[src/rtl/piso_ser.sv]
// piso_ser -- parallel-in / serial-out serializer.
//
// Accepts a WIDTH-bit word with a valid/ready handshake and shifts it out
// MSB first, one registered bit per clock, flagging the frame with
// sout_valid and marking its first bit with sof. A word offered during the
// final bit cycle of a frame is taken immediately, so frames can run
// back-to-back with no idle gap.
//
// Optional build macro:
//   PISO_SER_PARITY_EN  - append one even-parity bit (XOR of the data bits)
//                         after din[0]; the frame becomes WIDTH+1 bits.
//
// Ports:
//   clk        in   clock, rising edge
//   rst        in   asynchronous active-low reset
//   din        in   [WIDTH-1:0] parallel word
//   din_valid  in   din holds a word offered for transfer
//   din_ready  out  word is accepted on this edge when din_valid=1
//   sout       out  registered serial bit
//   sout_valid out  sout carries a frame bit this cycle
//   sof        out  first bit of a frame
//   busy       out  a frame is in progress (state not IDLE)
module piso_ser #(
  parameter int WIDTH = 4
) (
  input  logic             clk,
  input  logic             rst,
  input  logic [WIDTH-1:0] din,
  input  logic             din_valid,
  output logic             din_ready,
  output logic             sout,
  output logic             sout_valid,
  output logic             sof,
  output logic             busy
);

  localparam int CW = $clog2(WIDTH + 1);

  localparam logic [1:0] ST_IDLE   = 2'd0;
  localparam logic [1:0] ST_SHIFT  = 2'd1;
`ifdef PISO_SER_PARITY_EN
  localparam logic [1:0] ST_PARITY = 2'd2;
`endif

  localparam logic [CW-1:0] CNT_ZERO = {CW{1'b0}};
  localparam logic [CW-1:0] CNT_ONE  = {{(CW-1){1'b0}}, 1'b1};
  localparam logic [CW-1:0] CNT_LOAD = CW'(WIDTH - 1);

  logic [1:0]       state_q, state_d;
  logic [CW-1:0]    cnt_q, cnt_d;
  logic [WIDTH-1:0] shreg_q, shreg_d;
  logic             sout_q, sout_d;
  logic             sout_valid_q, sout_valid_d;
  logic             sof_q, sof_d;
  // Low from reset until the first clock edge after release, so din_ready
  // stays 0 while reset is held.
  logic             rdy_en_q, rdy_en_d;
`ifdef PISO_SER_PARITY_EN
  logic             par_q, par_d;

  function automatic logic even_parity(input logic [WIDTH-1:0] w);
    return ^w;
  endfunction
`endif

  logic ready_s;
  logic accept_s;

  // Decide whether the current cycle can take a new word.
  always_comb begin
    ready_s = 1'b0;
    case (state_q)
      ST_IDLE:   ready_s = 1'b1;
`ifdef PISO_SER_PARITY_EN
      // With parity the final bit cycle is the PARITY cycle, not din[0].
      ST_SHIFT:  ready_s = 1'b0;
      ST_PARITY: ready_s = 1'b1;
`else
      ST_SHIFT:  ready_s = (cnt_q == CNT_ZERO);
`endif
      default:   ready_s = 1'b0;
    endcase
  end

  assign din_ready = rdy_en_q & ready_s;
  assign accept_s  = din_valid & din_ready;

  // Next-state, shift and output-bit computation.
  always_comb begin
    state_d      = state_q;
    cnt_d        = cnt_q;
    shreg_d      = shreg_q;
    sout_d       = 1'b0;
    sout_valid_d = 1'b0;
    sof_d        = 1'b0;
    rdy_en_d     = 1'b1;
`ifdef PISO_SER_PARITY_EN
    par_d        = par_q;
`endif
    if (accept_s) begin
      // MSB goes straight to the output register; the rest waits in shreg.
      state_d      = ST_SHIFT;
      cnt_d        = CNT_LOAD;
      shreg_d      = {din[WIDTH-2:0], 1'b0};
      sout_d       = din[WIDTH-1];
      sout_valid_d = 1'b1;
      sof_d        = 1'b1;
`ifdef PISO_SER_PARITY_EN
      par_d        = even_parity(din);
`endif
    end else begin
      case (state_q)
        ST_SHIFT: begin
          if (cnt_q != CNT_ZERO) begin
            cnt_d        = cnt_q - CNT_ONE;
            sout_d       = shreg_q[WIDTH-1];
            shreg_d      = {shreg_q[WIDTH-2:0], 1'b0};
            sout_valid_d = 1'b1;
          end else begin
`ifdef PISO_SER_PARITY_EN
            state_d      = ST_PARITY;
            sout_d       = par_q;
            sout_valid_d = 1'b1;
`else
            state_d      = ST_IDLE;
`endif
          end
        end
`ifdef PISO_SER_PARITY_EN
        ST_PARITY: state_d = ST_IDLE;
`endif
        ST_IDLE:   state_d = ST_IDLE;
        default: begin
          state_d = ST_IDLE;
          cnt_d   = CNT_ZERO;
          shreg_d = {WIDTH{1'b0}};
        end
      endcase
    end
  end

  // State and output registers.
  always_ff @(posedge clk or negedge rst) begin
    if (!rst) begin
      state_q      <= ST_IDLE;
      cnt_q        <= CNT_ZERO;
      shreg_q      <= {WIDTH{1'b0}};
      sout_q       <= 1'b0;
      sout_valid_q <= 1'b0;
      sof_q        <= 1'b0;
      rdy_en_q     <= 1'b0;
`ifdef PISO_SER_PARITY_EN
      par_q        <= 1'b0;
`endif
    end else begin
      state_q      <= state_d;
      cnt_q        <= cnt_d;
      shreg_q      <= shreg_d;
      sout_q       <= sout_d;
      sout_valid_q <= sout_valid_d;
      sof_q        <= sof_d;
      rdy_en_q     <= rdy_en_d;
`ifdef PISO_SER_PARITY_EN
      par_q        <= par_d;
`endif
    end
  end

  assign sout       = sout_q;
  assign sout_valid = sout_valid_q;
  assign sof        = sof_q;
  assign busy       = (state_q != ST_IDLE);

endmodule

[config.mk]
export PLATFORM = sky130hd
export DESIGN_NAME = piso_ser
export DESIGN_NICKNAME = d
export VERILOG_FILES = /design/src/rtl/piso_ser.sv
export SDC_FILE = /design/constraint.sdc
export NUM_CORES = 1
export LEC_CHECK = 0
export CELL_PAD_IN_SITES_DETAIL_PLACEMENT = 1
export CELL_PAD_IN_SITES_GLOBAL_PLACEMENT = 1
export CORE_MARGIN = 10
export CORE_UTILIZATION = 32
export DETAILED_ROUTE_END_ITERATION = 8
export PLACE_DENSITY = 0.72
export SLEW_MARGIN = 20
export SYNTH_ARGS = -nofsm -noshare
export SYNTH_HDL_FRONTEND = slang
export SYNTH_SLANG_ARGS = --single-unit
[constraint.sdc]
create_clock -name clk -period 1.55 [get_ports clk]
set_input_delay 0.155 -clock clk [delete_from_list [all_inputs] [get_ports clk]]
set_output_delay 0.155 -clock clk [all_outputs]
set_load 0.02 [all_outputs]
After elaboration in Yosys (flattened, before gate mapping):

Index checks and enable logic that the tools add are counted.
W data, S select, Z words.

* register bits: 13
* input bits: 7
* output and inout bits: 5
* logic and storage cells: 36

* add/sub/neg operators: 1
* equal/unequal tests: 4
* muxes and demuxes: 17
* bitwise logic cells: 2
* reduce and logical (&&, ||, !) cells: 5

Operators with widths (count)
* $mux W4: 2
* $pmux W4 S2: 1
* $mux W1: 7
* $mux W2: 3
* $mux W3: 2
* $ne A3 B3 Y1 const B: 2
* $pmux W3 S2: 1
* $logic_not A3 Y1: 1
* $reduce_bool A3 Y1: 1
* $sub A3 B1 Y3 const B: 1
* $and A1 B1 Y1: 2
* $eq A2 B1 Y1 const B: 1
* $logic_not A2 Y1: 1
* $ne A2 B2 Y1 const B: 1
* $pmux W1 S2: 1
* $reduce_and A2 Y1: 1
* $reduce_bool A2 Y1: 1

Depth between registers and ports, before layout:

* depth in word-level cells: 6
* gate-level depth with buffers: 6
* mapped depth without buffers: 5

Worst setup path before layout:

OpenSTA, ideal clock, no wires.

* path kind: flip-flop to flip-flop
* start: register cnt_q[0]
* end: register sout_q, in the netlist sout
* library setup time: 128 ps
* arrival time: 1332 ps
* required time: 1422 ps
* setup slack: 91 ps
* cell stages (with the launch flop): 7
* buffers on the path: 1
* clock period less this slack: 1459 ps
* cell sequence: dfrtp_1 inv_1 ha_1 nor2b_1 nand2b_1 buf_2 mux2_1

* longest elaborated chain between the ends: 5
* elaborated cells on any way between the ends: 8
* those cells by class: 4 x mux; 2 x bitwise; 2 x reduce/logical

Ends and longest elaborated chain
* start, declared: RTL line 50 `logic [CW-1:0] cnt_q, cnt_d;`
* start signal, assigned: RTL line 157 `cnt_q <= cnt_d;`
* $logic_not A3 Y1: RTL line 79 `ST_SHIFT: ready_s = (cnt_q == CNT_ZERO);`
* $pmux W1 S2: RTL line 72 `case (state_q)`
* $and A1 B1 Y1: RTL line 85 `assign din_ready = rdy_en_q & ready_s;`
* $and A1 B1 Y1: RTL line 86 `assign accept_s = din_valid & din_ready;`
* $mux W1 (*): RTL line 100 `if (accept_s) begin`
* net sout_d: RTL line 52 `logic sout_q, sout_d;`
* end signal, assigned: RTL line 159 `sout_q <= sout_d;`
* end, declared: RTL line 52

The timed path passes the listed nets; every way through them passes the cells marked *.
A chain may end at the register's enable or synchronous reset.

Final worst setup path:

* start: register cnt_q[1]
* end: output din_ready

* longest elaborated chain between the ends: 3

Ends and longest elaborated chain
* $logic_not A3 Y1: RTL line 79
* $pmux W1 S2: RTL line 72
* $and A1 B1 Y1: RTL line 85
* end, declared: RTL line 30 `output logic din_ready,`

Every way passes these cells.

==> summary by stage <==
Outcome
The run finished with clean final reports.

Setup path
Counting both buffers and inverters, the worst setup path holds a total of 2. The signal on the critical path passes through inv_2, ha_4, nor2b_4, nand2b_4, and2_4, buf_6. The category of cells accounting for the largest share of critical-path delay is simple AND/OR/NAND/NOR gates. STA classifies the critical path startpoint as a flop. The cell depth of the worst flop-to-flop path is 6.

In this run the number of cells on the critical path is 6. The worst endpoint data arrival time is 1.35 ns. STA puts the critical path data required time at between 1 and 1.5 ns. The biggest cell delay along the critical path is 0.38 ns.

The kind of end point of the critical path is a primary output. The largest fanout of any net on the critical path is 3. By startpoint and endpoint, the worst setup path is classified as reg -> out. The largest individual stage delay along the critical path comes from the cell sky130_fd_sc_hd__dfrtp_1.

Clock tree
The number of sinks driven by the clock tree is 11. TritonCTS built the clock tree. After clock tree synthesis, the clock-pin slew on the worst setup and hold paths is 0.07 ns. The CTS buffer count is 3. CTS built an H-tree with a depth of 1.

The cell sitting at the root of the clock tree is a sky130_fd_sc_hd__clkbuf_4. The clock latency on the worst-skew pair is 0.26 ns. The number of buffers on the longest clock path is 2.

Power and ir drop
The power density relative to cell area is 1790 nW/µm². The leakage dissipation is 0.362 nW. VDD sags by at most 0.879 mV.

Synthesis
The number of nets produced by synthesis is 50. The Yosys step of the flow raised 0 warnings. The post-synthesis sequential element count is 11. By area the synthesized netlist is led by sky130_fd_sc_hd__dfrtp_1 (54%), sky130_fd_sc_hd__mux2_4 (12%), sky130_fd_sc_hd__ha_1 (4.9%).

The number of distinct library cell variants in the gate-level netlist after synthesis is 21. By count the netlist is led by sky130_fd_sc_hd__dfrtp_1 (11), sky130_fd_sc_hd__mux2_4 (4), sky130_fd_sc_hd__inv_1 (3), sky130_fd_sc_hd__o21ai_0 (3). Of all cell types, the one taking the most synthesized area is sky130_fd_sc_hd__dfrtp_1.

The share of Yosys cell area claimed by the top area cell type is 53.9%. The part of the Yosys area used for sequential elements is 53.9%. The most frequent cell after synthesis is sky130_fd_sc_hd__dfrtp_1. Yosys mapped a number of flops with a built-in enable equal to 0. The synthesized area per cell is 12.5 µm². The most used flip-flop cell after synthesis is sky130_fd_sc_hd__dfrtp_1. The fraction of registers with async set or reset after synthesis is 100%. In this run the cell area of the synthesized design comes to around 510 µm². The cell count after synthesis is 41.

Timing
The top achievable clock speed is 663 MHz. The clock period could shrink to around 1.5 ns. The hold violation total from the final report is 0. The post-layout worst setup margin is about 0.043 ns. The setup clock skew after layout is 0.00651 ns. The number of pins with negative max-slew slack in the final report was 0. After layout, the worst path uses 97.2% of the clock period. The final setup violation count is 0. Setup repair after global routing could not meet its margin everywhere.

Flow run
The count of max-cap constraint violations is 0.

Global routing
For this run, the total global-route usage over all layers was measured as 6.94%. The initial antenna violation count was 0. Entering global routing, the biggest net connects 12 pins. The first global-routing pass estimated 1810 µm of wire.

The total overflow reported by the global router is 0. The via count of the first global-routing pass is 401.

Cells and area
The number of nets in the layout is 73. The share of final-layout standard cells stronger than drive strength 1 is 41.3%. The antenna diode count is 0. Cells fill 49.9% of the core in the end. The layout overhead on the synthesized area is 47.3%.

Floorplanning
The die covers 3590 µm². For this design the top-level I/O count stands at 12. The die is roughly 60 µm tall. The core footprint is around 1500 µm². The effective utilization at floorplan is 33.9%. The number of standard-cell rows in the floorplan is 14. The width of the die is 59.9 µm.

Drt
In this run, the number of DRC markers left after iteration 0 of detailed routing was 4. Dividing the detail-routed via count by the number of cells gives 4.76. Across all layers, the routed design uses roughly 380 vias. The first TritonRoute pass finished after 4 iterations. The final layout contains routed wiring with a total length of 1100 µm. Once detail routing completed, the nets flagged for antenna violations numbered 0. The wire length per cell is 13.9 µm.

In the routed design, unresolved DRC markers number 0.

Placement
Routability-driven placement finished with a final weighted congestion of roughly 0.69. OpenSTA, run right after detailed placement, puts the worst setup slack at -0.266 ns. The final HPWL from detailed placement is between 800 and 900 µm.

The number of port buffers is 11.

Min path
The type of the most critical hold path is in -> async.
-- flip-flops by register name (all words and copies together), names as in the netlist --
signal      cells
cnt_q           3
sout            1
shreg_q         3
sout_valid      1
state_q         1
rdy_en_q        1
sof             1
-- worst reg2reg max path, stage by stage, from the launching register on --
cell                       delay, ns
sky130_fd_sc_hd__dfrtp_1        0.38
sky130_fd_sc_hd__inv_2          0.08
sky130_fd_sc_hd__ha_4           0.12
sky130_fd_sc_hd__nor2b_4        0.14
sky130_fd_sc_hd__nand2b_4       0.13
sky130_fd_sc_hd__buf_4          0.16
sky130_fd_sc_hd__mux2_1         0.32
-- per-layer routing --
metal / vias to the layer above / track usage [%] / share of wire, %
met2: 12 / 10.3 / 46
met4: 0 / 4.81 / 2.5
met1: 184 / 7.31 / 41
li1: 178 / - / -
met3: 2 / 3.81 / 10
met5: - / 0 / 0
-- worst paths after layout --
check / start / slack (ns) / endpoint
max: cnt_q[1] / 0.04 / din_ready
min in group clk: shreg_q[3] / 0.50 / sout
min: rst / 0.22 / state_q[0]
max reg2reg: cnt_q[1] / 0.12 / sout
max in group asynchronous: rst / 1.00 / cnt_q[2]
min reg2reg: shreg_q[3] / 0.50 / sout
-- layout by cell type, fill, tap and decap left out --
| master | count |
|---|---|
| sky130_fd_sc_hd__buf_4 | 8 |
| sky130_fd_sc_hd__conb_1 | 1 |
| sky130_fd_sc_hd__nand3_1 | 2 |
| sky130_fd_sc_hd__mux2i_1 | 2 |
| sky130_fd_sc_hd__inv_1 | 1 |
| sky130_fd_sc_hd__a21boi_0 | 1 |
| sky130_fd_sc_hd__mux2_2 | 1 |
| sky130_fd_sc_hd__buf_6 | 1 |
| sky130_fd_sc_hd__nor2b_4 | 1 |
| sky130_fd_sc_hd__nor2_1 | 1 |
| sky130_fd_sc_hd__nand2_2 | 1 |
| sky130_fd_sc_hd__nand2_1 | 1 |
| sky130_fd_sc_hd__mux2_4 | 4 |
| sky130_fd_sc_hd__mux2_1 | 1 |
| sky130_fd_sc_hd__clkbuf_1 | 1 |
| sky130_fd_sc_hd__o21ai_0 | 3 |
| sky130_fd_sc_hd__and2b_2 | 1 |
| sky130_fd_sc_hd__clkdlybuf4s50_1 | 10 |
| sky130_fd_sc_hd__nand2b_4 | 1 |
| sky130_fd_sc_hd__clkbuf_4 | 3 |
| sky130_fd_sc_hd__a21oi_1 | 1 |
| sky130_fd_sc_hd__and3_2 | 1 |
| sky130_fd_sc_hd__dfrtp_1 | 11 |
| sky130_fd_sc_hd__ha_4 | 1 |
| sky130_fd_sc_hd__and2_4 | 1 |
| sky130_fd_sc_hd__inv_2 | 2 |
| sky130_fd_sc_hd__ha_1 | 1 |
-- logic make-up (layout without fill, tap and decap cells) --
kind of cell               Yosys count  after routing  share of synthesized area (%)
adders and majority gates            2              2                           4.90
AOI/OAI and AO/OA                    5              5                           5.39
buffers and inverters                4             26                           3.19
DFF                                 11             11                           53.9
other                                1              1                          0.735
and+or+nand+nor                     10             10                           11.8
muxes                                8              8                           20.1
-- area by class of cell --
type,instances,area [µm²]
inverter,3,11.3
tap,16,20.0
sequential,11,275
multi-input combinational,26,248
fill,164,754
clock buffer,4,26.3
timing repair buffer,19,171
-- what timing repair did --
item,CTS,global route
gates resized for setup,13,1
hold buffers,0,0
buffers inserted,1,1
pin swaps,1,1
endpoints found under the setup margin,2,2
-- metrics by stage --
step                hold slack (ns)  instance area, µm²  cells  setup TNS (ns)  total power [mW]
floorplan                    -0.141                 510     41               0             0.801
global placement              0.490                 681     73          -0.254              1.03
detailed placement            0.495                 681     73          -0.266              1.06
CTS                           0.240                 744     78               0              1.35
global route                  0.264                 752     79         -0.0324              1.46
finish                        0.215                 752     79               0              1.35
-- report_power, final --
part | total [mW] | internal (mW) | switching, mW
sequential | 0.450 | 0.390 | 0.0602
combinational | 0.709 | 0.416 | 0.293
clock | 0.189 | 0.0995 | 0.0893
No activity file was read; power rests on OpenSTA's default activity.
